File: src/rtl/hazard_ctrl_if.sv
// Hazard-controller bundle: decode/execute/memory observations in, pipeline
// stall/flush controls and performance counters out.
interface hazard_ctrl_if #(
   parameter int CNT_W = 16
);
   logic [4:0]       rs1_d;
   logic [4:0]       rs2_d;
   logic             uses_rs1_d;
   logic             uses_rs2_d;
   logic [4:0]       rd_x;
   logic             MemRead_x;
   logic             redirect_x;
   logic             mem_req_m;
   logic             mem_ready;
   logic             stall_f;
   logic             stall_d;
   logic             flush_d;
   logic             flush_x;
   logic             stall_x;
   logic             stall_m;
   logic             halted;
   logic [CNT_W-1:0] stall_cnt;
   logic [CNT_W-1:0] flush_cnt;

   modport master (
      output rs1_d, rs2_d, uses_rs1_d, uses_rs2_d, rd_x, MemRead_x,
             redirect_x, mem_req_m, mem_ready,
      input  stall_f, stall_d, flush_d, flush_x, stall_x, stall_m, halted,
             stall_cnt, flush_cnt
   );

   modport slave (
      input  rs1_d, rs2_d, uses_rs1_d, uses_rs2_d, rd_x, MemRead_x,
             redirect_x, mem_req_m, mem_ready,
      output stall_f, stall_d, flush_d, flush_x, stall_x, stall_m, halted,
             stall_cnt, flush_cnt
   );
endinterface

File: src/rtl/hazard_ctrl.sv
// Five-stage RV32I hazard controller: memory-wait freeze with timeout/halt,
// redirect flush, load-use bubble, and saturating stall/flush counters.
module hazard_ctrl #(
   parameter int CNT_W       = 16,
   parameter int MEM_TIMEOUT = 255
) (
   input  logic         clk,
   input  logic         reset,
   hazard_ctrl_if.slave bus
);
   typedef enum logic [1:0] {RUN, MEM_WAIT, HALT} state_t;

   localparam logic [7:0] TIMEOUT = 8'(MEM_TIMEOUT);

   state_t           r_state;
   logic [7:0]       r_wait_cnt;
   logic [CNT_W-1:0] r_stall_cnt;
   logic [CNT_W-1:0] r_flush_cnt;

   logic w_mem_block;
   logic w_freeze;
   logic w_redirect;
   logic w_load_use;
   logic w_src_match;
   logic w_stall_f;
   logic w_flush_d;

   always_comb begin
      w_mem_block = bus.mem_req_m && !bus.mem_ready;
      w_freeze    = (r_state == HALT) || w_mem_block;
      w_src_match = (bus.uses_rs1_d && (bus.rs1_d == bus.rd_x)) ||
                    (bus.uses_rs2_d && (bus.rs2_d == bus.rd_x));
      w_redirect  = !w_freeze && bus.redirect_x;
      // Redirect wins over load-use: the dependent ID instruction is squashed anyway.
      w_load_use  = !w_freeze && !bus.redirect_x && bus.MemRead_x &&
                    (bus.rd_x != 5'd0) && w_src_match;
      w_stall_f   = !reset && (w_freeze || w_load_use);
      w_flush_d   = !reset && w_redirect;
   end

   assign bus.stall_f   = w_stall_f;
   assign bus.stall_d   = w_stall_f;
   assign bus.flush_d   = w_flush_d;
   assign bus.flush_x   = !reset && (w_redirect || w_load_use);
   assign bus.stall_x   = !reset && w_freeze;
   assign bus.stall_m   = !reset && w_freeze;
   assign bus.halted    = (r_state == HALT);
   assign bus.stall_cnt = r_stall_cnt;
   assign bus.flush_cnt = r_flush_cnt;

   always_ff @(posedge clk or posedge reset) begin
      if (reset) begin
         r_state    <= RUN;
         r_wait_cnt <= '0;
      end else begin
         case (r_state)
            RUN: begin
               if (w_mem_block) begin
                  r_state    <= MEM_WAIT;
                  r_wait_cnt <= 8'd1;
               end
            end
            MEM_WAIT: begin
               if (bus.mem_ready) begin
                  r_state    <= RUN;
                  r_wait_cnt <= '0;
               end else if (r_wait_cnt == TIMEOUT) begin
                  r_state <= HALT;
               end else begin
                  r_wait_cnt <= r_wait_cnt + 8'd1;
               end
            end
            HALT:    r_state <= HALT;
            default: r_state <= RUN;
         endcase
      end
   end

   // Counters saturate at all-ones instead of wrapping.
   always_ff @(posedge clk or posedge reset) begin
      if (reset) begin
         r_stall_cnt <= '0;
         r_flush_cnt <= '0;
      end else begin
         if (w_stall_f && (r_stall_cnt != '1))
            r_stall_cnt <= r_stall_cnt + 1'b1;
         if (w_flush_d && (r_flush_cnt != '1))
            r_flush_cnt <= r_flush_cnt + 1'b1;
      end
   end
endmodule

File: src/flat_wrapper.sv
// flat-port wrapper written by rule: the top's interface ports become plain ports
module hazard_ctrl_flat 
#(
   parameter int CNT_W       = 16,
   parameter int MEM_TIMEOUT = 255
)
  (clk, reset, bus_rs1_d, bus_rs2_d, bus_uses_rs1_d, bus_uses_rs2_d, bus_rd_x, bus_MemRead_x, bus_redirect_x, bus_mem_req_m, bus_mem_ready, bus_stall_f, bus_stall_d, bus_flush_d, bus_flush_x, bus_stall_x, bus_stall_m, bus_halted, bus_stall_cnt, bus_flush_cnt);
  hazard_ctrl_if #(.CNT_W(CNT_W)) bus_i ();
  input  logic clk;
  input  logic reset;
  input wire logic [$bits(bus_i.rs1_d)-1:0] bus_rs1_d;
  input wire logic [$bits(bus_i.rs2_d)-1:0] bus_rs2_d;
  input wire logic [$bits(bus_i.uses_rs1_d)-1:0] bus_uses_rs1_d;
  input wire logic [$bits(bus_i.uses_rs2_d)-1:0] bus_uses_rs2_d;
  input wire logic [$bits(bus_i.rd_x)-1:0] bus_rd_x;
  input wire logic [$bits(bus_i.MemRead_x)-1:0] bus_MemRead_x;
  input wire logic [$bits(bus_i.redirect_x)-1:0] bus_redirect_x;
  input wire logic [$bits(bus_i.mem_req_m)-1:0] bus_mem_req_m;
  input wire logic [$bits(bus_i.mem_ready)-1:0] bus_mem_ready;
  output wire logic [$bits(bus_i.stall_f)-1:0] bus_stall_f;
  output wire logic [$bits(bus_i.stall_d)-1:0] bus_stall_d;
  output wire logic [$bits(bus_i.flush_d)-1:0] bus_flush_d;
  output wire logic [$bits(bus_i.flush_x)-1:0] bus_flush_x;
  output wire logic [$bits(bus_i.stall_x)-1:0] bus_stall_x;
  output wire logic [$bits(bus_i.stall_m)-1:0] bus_stall_m;
  output wire logic [$bits(bus_i.halted)-1:0] bus_halted;
  output wire logic [$bits(bus_i.stall_cnt)-1:0] bus_stall_cnt;
  output wire logic [$bits(bus_i.flush_cnt)-1:0] bus_flush_cnt;
  assign bus_i.rs1_d = bus_rs1_d;
  assign bus_i.rs2_d = bus_rs2_d;
  assign bus_i.uses_rs1_d = bus_uses_rs1_d;
  assign bus_i.uses_rs2_d = bus_uses_rs2_d;
  assign bus_i.rd_x = bus_rd_x;
  assign bus_i.MemRead_x = bus_MemRead_x;
  assign bus_i.redirect_x = bus_redirect_x;
  assign bus_i.mem_req_m = bus_mem_req_m;
  assign bus_i.mem_ready = bus_mem_ready;
  assign bus_stall_f = bus_i.stall_f;
  assign bus_stall_d = bus_i.stall_d;
  assign bus_flush_d = bus_i.flush_d;
  assign bus_flush_x = bus_i.flush_x;
  assign bus_stall_x = bus_i.stall_x;
  assign bus_stall_m = bus_i.stall_m;
  assign bus_halted = bus_i.halted;
  assign bus_stall_cnt = bus_i.stall_cnt;
  assign bus_flush_cnt = bus_i.flush_cnt;
  hazard_ctrl #(.CNT_W(CNT_W), .MEM_TIMEOUT(MEM_TIMEOUT)) u_core (.clk(clk), .reset(reset), .bus(bus_i));
endmodule
File: config.mk
export PLATFORM = sky130hd
export DESIGN_NAME = hazard_ctrl_flat
export DESIGN_NICKNAME = d
export VERILOG_FILES = /design/src/rtl/hazard_ctrl_if.sv /design/src/rtl/hazard_ctrl.sv /design/src/flat_wrapper.sv
export SDC_FILE = /design/constraint.sdc
export NUM_CORES = 1
export LEC_CHECK = 0
export CORE_AREA = 2 2 73 75
export CTS_CLUSTER_DIAMETER = 200
export CTS_CLUSTER_SIZE = 14
export DETAILED_ROUTE_END_ITERATION = 7
export DIE_AREA = 0 0 75 77
export GPL_TIMING_DRIVEN = 1
export PLACE_DENSITY = 0.86
export SYNTH_ARGS = -nofsm -noshare
export SYNTH_HDL_FRONTEND = slang
export SYNTH_SLANG_ARGS = --single-unit
File: constraint.sdc
create_clock -name clk -period 2.2 [get_ports clk]
set_input_delay 0.44 -clock clk [delete_from_list [all_inputs] [get_ports clk]]
set_output_delay 0.44 -clock clk [all_outputs]
set_load 0.05 [all_outputs]
==> summary.txt, run 1 <==
CTS
  – CTS H-tree lvls: 2
  – Root Buffer: clkbuf_8
  – Cts bufs inserted: 5
  – Clock Path Buffers: 2
  – Worst-Skew Late Latency: 0.29 ns
  – Clock Sinks: 42
  – CTS tree: yes
  – Clock transition at path regs: 0.08 ns
  – Post-CTS Hold Fix Bufs: 0

STA
  – Hold Fails Final Rpt: 0
  – Fin. max-slew vios: 0
  – Setup ws final: -0.000521 ns
  – Unrepaired setup endpoints after global routing: true
  – Final period util: 100%
  – Final Skew: 0.00322 ns
  – Min cycle time layout: 2.20 ns
  – Final Setup Violations: 1
  – Slew of the pin with the lowest slew margin: 0.510 ns
  – Relative slew slack: 65.9%
  – Max Clock Freq: 0.454 GHz

Critical path
  – Crit start category: input port
  – Crit path max fanout: 3
  – Critical Path End Type: primary output
  – CP max stage cell: or4_4
  – Critical-path cell list: buf_8 > or4_4 > o211ai_1 > nand2b_4 > a21oi_4 > buf_6
  – Critical path's top delay family: simple AND/OR/NAND/NOR gates
  – Critical path buffer and inverter count: 2
  – Slowest cell delay on critical path: 0.52 ns
  – Critical path required time: 1.76 ns
  – CP Class: input port to primary output
  – Worst EP arrival: 1.76 ns
  – R2R Setup Slk: 0.08 ns

Floorplan
  – Die Area: 0.00578 mm^2
  – Starting Density: 46.6%
  – Core box area: 0.00498 mm^2
  – Die H: 77 um
  – Num ports: 62
  – DIE WIDTH: 75 um
  – Site Rows: 26

Job
  – Max Cap Viol: 0

Power and ir drop
  – Pint: 1440 uW
  – Combinational fraction of design power: 37.1%
  – Clock power share: 20.9%
  – Sequential fraction of design power: 41.9%
  – Switch Pwr: 950 uW
  – Leakage: 0.00156 uW
  – Peak supply drop: 0.000602 V
  – Sw frac: 39.7%
  – Total power per unit cell area: 694 mW/mm^2

Synthesis
  – Post-synth EDFFs: 0
  – YS warnings: 0
  – Synth Flop Type: dfrtp_1
  – Yosys reg bits: 42
  – Netlist Area Pre-Place: 0.00232 mm^2
  – Sequential area share after synthesis: 45.3%
  – Post-Synthesis Net Count: 249
  – Distinct cells, synth: 50
  – Cells after Synth: 223
  – Avg Inst Size Synth: 10.4 um^2
  – FFs w/ async S/R, synth: 100%

Global routing
  – Initial antenna violation count: 0
  – Met3 GRT Util: 4.60%
  – Grt met2 use: 35.6%
  – Vias in the first global route: 2,051
  – Total track usage: 21.8%
  – Met1 Use GR: 29.6%
  – GRT Max-Usage Layer: met2
  – Largest net degree at the start of global routing: 37
  – First-pass GRT wire length: 9860 um
  – GRT overflow: 0

Route
  – Antenna viol nets, final: 0
  – Total vias in the final route: 2,091
  – DRC: 0
  – Drt total wl: 6170 um
  – Wire length per cell: 15.9 um
  – TritonRoute pass-1 iters: 4
  – DR vias/cell: 5.39
  – Starting DRT DRC Count: 94

Final layout
  – Total Nets Final: 343
  – Layout cells sized above 1: 29.6%
  – Area grow syn2layout: 48.5%
  – Diodes inserted: 0
  – Layout Utilization: 69.2%
  – Most common cell after layout, fill and taps aside: dfrtp_1
  – Most frequent cells in the layout: dfrtp_1 (40), clkdlybuf4s50_1 (35), buf_4 (30), xor2_1 (24), nor2_1 (21)
  – Final cell count without fillers: 388
  – FF/Latch Area: 0.00105 mm^2
  – Multi-input logic area: 0.00132 mm^2
  – Fillers: 353

Place
  – HPWL Detailed: 4070 um
  – Port bufs: 61
  – Placer Congestion: 0.840
  – Dpl cells: 375

Run status
  – Status: complete, but fails checks
  – Failing checks: negative setup slack

Min path
  – Hold crit path type: input port to flop
-- power by group through the flow --
stage,Sequential (uW),Clock (uW),Combinational (uW)
after floorplan,1310,0,216
after global placement,1010,0,845
after detailed placement,1010,0,862
after CTS,1000,508,871
after global routing,1020,545,933
final,1000,501,888
-- final timing paths --
path / start / endpoint / cells past startpoint
max: bus_rd_x[2] / bus_stall_f / 6
max in group asynchronous: reset / u_core.bus.stall_cnt[1] / 4
max reg2reg: u_core.bus.stall_cnt[0] / u_core.bus.stall_cnt[6] / 8
min in group asynchronous: reset / u_core.bus.stall_cnt[10] / 3
min reg2reg: u_core.bus.flush_cnt[15] / u_core.bus.flush_cnt[15] / 1
min: bus_mem_ready / u_core.r_state[0] / 3
-- state kept, by name (all words and copies together) (netlist names) --
register	count
u_core.bus.stall_cnt	16
u_core.bus.flush_cnt	16
u_core.r_state	2
u_core.r_wait_cnt	8
-- routing by layer --
metal  part of all wire (%)  routed length, um
met1                     42               2600
met2                     50               3110
met3                    5.2                322
met4                    2.2                137
met5                      0                  0
-- synthesized netlist by cell type, drive strengths merged, types with 3 or more instances --
cell type	number	area, um^2
xor2	24	210
and3	6	42.5
inv	7	28.8
buf	4	31.3
dfrtp	42	1050
nor2	23	88.8
ha	3	37.5
nor4	7	86.3
a21oi	4	20.0
nand4	13	81.3
nor3b	4	40.0
nand3	14	82.6
mux2	3	33.8
o21ai	5	25.0
xnor2	18	158
nand2	17	68.8
nor3	7	40.0
-- worst min-delay path: cells and delay by family --
kind	cells	cell delay, ns
buf+inv	2	0.24
compound gates	1	0.05
-- timing repair --
item / 4_1_cts / 5_1_grt
resized for setup: 38 / 38
setup buffers: 2 / 3
endpoints found under the setup margin: 15 / 18
pin swaps: 17 / 18
hold endpoints to repair: 0 / 0
-- kinds of logic after synthesis --
| group | share of synthesized area [%] |
|---|---|
| multiplexers | 1.46 |
| AO/OA/AOI/OAI | 6.85 |
| XOR/XNOR | 15.9 |
| buffers and inverters | 2.59 |
| adder cells (fa/ha/maj) | 1.62 |
| flip-flops | 45.3 |
| AND/OR/NAND/NOR | 26.3 |
-- per-stage QoR --
stage                     cell area, um^2  hold slack (ns)  setup WS (ns)  total power [uW]   TNS [ns]
final                                3440            0.468      -0.000521              2390  -0.000521
after global routing                 3440            0.500        -0.0644              2500     -0.164
after CTS                            3340            0.500        0.00394              2380          0
after detailed placement             3210            0.484         -0.497              1870      -7.07
after global placement               3210            0.476         -0.400              1850      -5.05
after floorplan                      2320            0.505         -0.430              1520     -0.927
-- cell type report --
type | instances | area share (%)
Clock inverter | 2 | 0.400
Sequential cell | 42 | 30.6
Timing Repair Buffer | 91 | 25.1
Tap cell | 70 | 2.54
Inverter | 7 | 0.836
Multi-Input combinational cell | 170 | 38.4
Clock buffer | 6 | 2.11
Power figures use the tool's default switching activity.
==> run 2, diff against run 1 <==
- CORE_AREA: 2 2 73 75 -> 2 2 76 78
- DIE_AREA: 0 0 75 77 -> 0 0 78 80
- PLACE_DENSITY: 0.86 -> 0.84
- clock period: 2.2 -> 1.9 ns (I/O delays scaled with it)
==> run 2 against run 1 <==
The flow still finishes with violations (negative setup slack). Clock skew grew 0.013 ns. Wire length shrank 2.8%. Sequential share of layout area shrank 2.0 points. Non-clock buffer count grew 15. Clock power grew 39%. Core utilization shrank 0.73 points. Hold slack gained 0.022 ns. Register-to-register slack lost 0.12 ns. Combinational power grew 30%. Final cell count grew 4.4%. Critical path depth grew 1. Highest routed layer unchanged.
==> summary.txt, run 2 (synthesis gave the netlist of run 1 again) <==
Run status
  – Status: complete, but fails checks
  – Failing checks: negative setup slack

Route
  – Total vias in the final route: 2,079
  – Wire length per cell: 14.8 um
  – Antenna viol nets, final: 0
  – Drt total wl: 5990 um
  – TritonRoute pass-1 iters: 4
  – DRC: 0
  – Starting DRT DRC Count: 120
  – DR vias/cell: 5.13

Final layout
  – FF/Latch Area: 0.00106 mm^2
  – Layout cells sized above 1: 45.0%
  – Diodes inserted: 0
  – Multi-input logic area: 0.00146 mm^2
  – Total Nets Final: 358
  – Area grow syn2layout: 59.5%
  – Fillers: 416
  – Most frequent cells in the layout: buf_4 (69), dfrtp_1 (35), xor2_1 (24), nor2_1 (19), xnor2_1 (16)
  – Most common cell after layout, fill and taps aside: buf_4
  – Layout Utilization: 68.4%

Floorplan
  – Die Area: 0.00624 mm^2
  – Num ports: 62
  – Starting Density: 42.9%
  – Site Rows: 27
  – Die H: 80 um
  – DIE WIDTH: 78 um
  – Core box area: 0.00541 mm^2

Global routing
  – Vias in the first global route: 2,122
  – Total track usage: 19.3%
  – First-pass GRT wire length: 9520 um
  – GRT overflow: 0
  – Largest net degree at the start of global routing: 27
  – Initial antenna violation count: 0

STA
  – Final Setup Violations: 4
  – WHS: 0.490 ns
  – Fin. max-slew vios: 0
  – Min cycle time layout: 2.07 ns
  – Setup ws final: -0.174 ns
  – Relative slew slack: 77.8%
  – Hold Fails Final Rpt: 0
  – Max Clock Freq: 0.482 GHz
  – Unrepaired setup endpoints after global routing: true
  – Final period util: 109%
  – Slew of the pin with the lowest slew margin: 0.325 ns
  – Final Skew: 0.0162 ns

Critical path
  – Crit. Startpoint: bus_rs2_d[3]
  – Reg2Reg Capture Point: u_core.bus.stall_cnt[10]
  – Crit start category: input port
  – Critical path required time: 1.52 ns
  – Reg2reg start: u_core.bus.stall_cnt[1]
  – R2R cell count: 9
  – Worst EP arrival: 1.69 ns
  – Critical Path End Type: primary output
  – CP Class: input port to primary output
  – Crit path max fanout: 3
  – R2R Setup Slk: -0.04 ns

Power and ir drop
  – Peak supply drop: 0.000463 V
  – Leakage: 0.00176 uW
  – Total power per unit cell area: 813 mW/mm^2

CTS
  – Root Buffer: clkbuf_8
  – Worst-Skew Late Latency: 0.30 ns
  – Cts bufs inserted: 5
  – Post-CTS Hold Fix Bufs: 0
  – CTS H-tree lvls: 2
  – Clock Path Buffers: 2
  – Clock Sinks: 42
  – CTS tree: yes
  – Clock transition at path regs: 0.07 ns

Job
  – Max Cap Viol: 0

Place
  – Port bufs: 61
  – Placer Congestion: 0.828
  – HPWL Detailed: 4270 um

Min path
  – Hold crit path type: flop to flop
  – Hold path start: u_core.bus.stall_cnt[2]
  – Hold Path Depth: 1
  – Worst Hold Endpoint: u_core.bus.stall_cnt[2]
run 2: worst max path at each step:
stage                               end  cells past startpoint
2_1_floorplan  u_core.bus.flush_cnt[11]                      8
3_3_place_gp                bus_flush_x                      6
3_5_place_dp                bus_flush_x                      6
4_1_cts                     bus_flush_x                      6
5_1_grt                     bus_flush_x                      7
6_report                    bus_flush_x                      7
run 2: layout make-up:
| class | instances | share of cell area (%) |
|---|---|---|
| clock buffers | 6 | 1.96 |
| repair buffers | 106 | 25.7 |
| inverters | 7 | 0.846 |
| flip-flops and latches | 42 | 28.7 |
| clock inverters | 2 | 1.01 |
| well taps | 72 | 2.44 |
| multi-input cells | 170 | 39.4 |
run 2: critical path, cell delays in order:
cell,delay (ns)
dlygate4sd2_1,0.24
xnor2_1,0.19
nand4_1,0.13
o22ai_2,0.18
nand2b_4,0.12
a211oi_4,0.27
buf_6,0.19
run 2: stage by stage:
step | area (um^2) | TNS (ns) | worst slack, ns | cells | power, uW
3_5_place_dp | 3420 | -12.99 | -0.582 | 389 | 2280
4_1_cts | 3590 | -0.422 | -0.148 | 402 | 2990
6_report | 3700 | -0.542 | -0.174 | 405 | 3010
3_3_place_gp | 3420 | -11.40 | -0.515 | 389 | 2240
2_1_floorplan | 2500 | -3.68 | -0.224 | 223 | 1840
5_1_grt | 3700 | -1.17 | -0.247 | 405 | 3170
run 2: what timing repair did:
item / CTS / global route
gates cloned: 0 / 0
pin swaps: 21 / 28
buffers inserted: 5 / 3
endpoints found under the setup margin: 22 / 16
endpoints found under the hold margin: 0 / 0
resized for setup: 46 / 26
run 2: metal layers:
metal	vias up	GRT usage, %	wire (um)
li1	1007	-	-
met1	992	22.6	2420
met4	0	8.60	163
met2	65	34.7	3130
met5	-	0	0
met3	15	3.17	282
run 2: report_power, final:
group	internal [uW]	total [uW]	leakage (uW)	switching (uW)
Clock	392	698	0.0000514	306
Sequential	1020	1160	0.000541	148
Combinational	471	1150	0.00117	676
Total	1880	3010	0.00176	1130
==> run 3, diff against run 2 <==
- HOLD_SLACK_MARGIN: default -> 0.05
==> results of run 3 <==
Same layout as run 2: the final DEF is identical, and so are final timing and power.
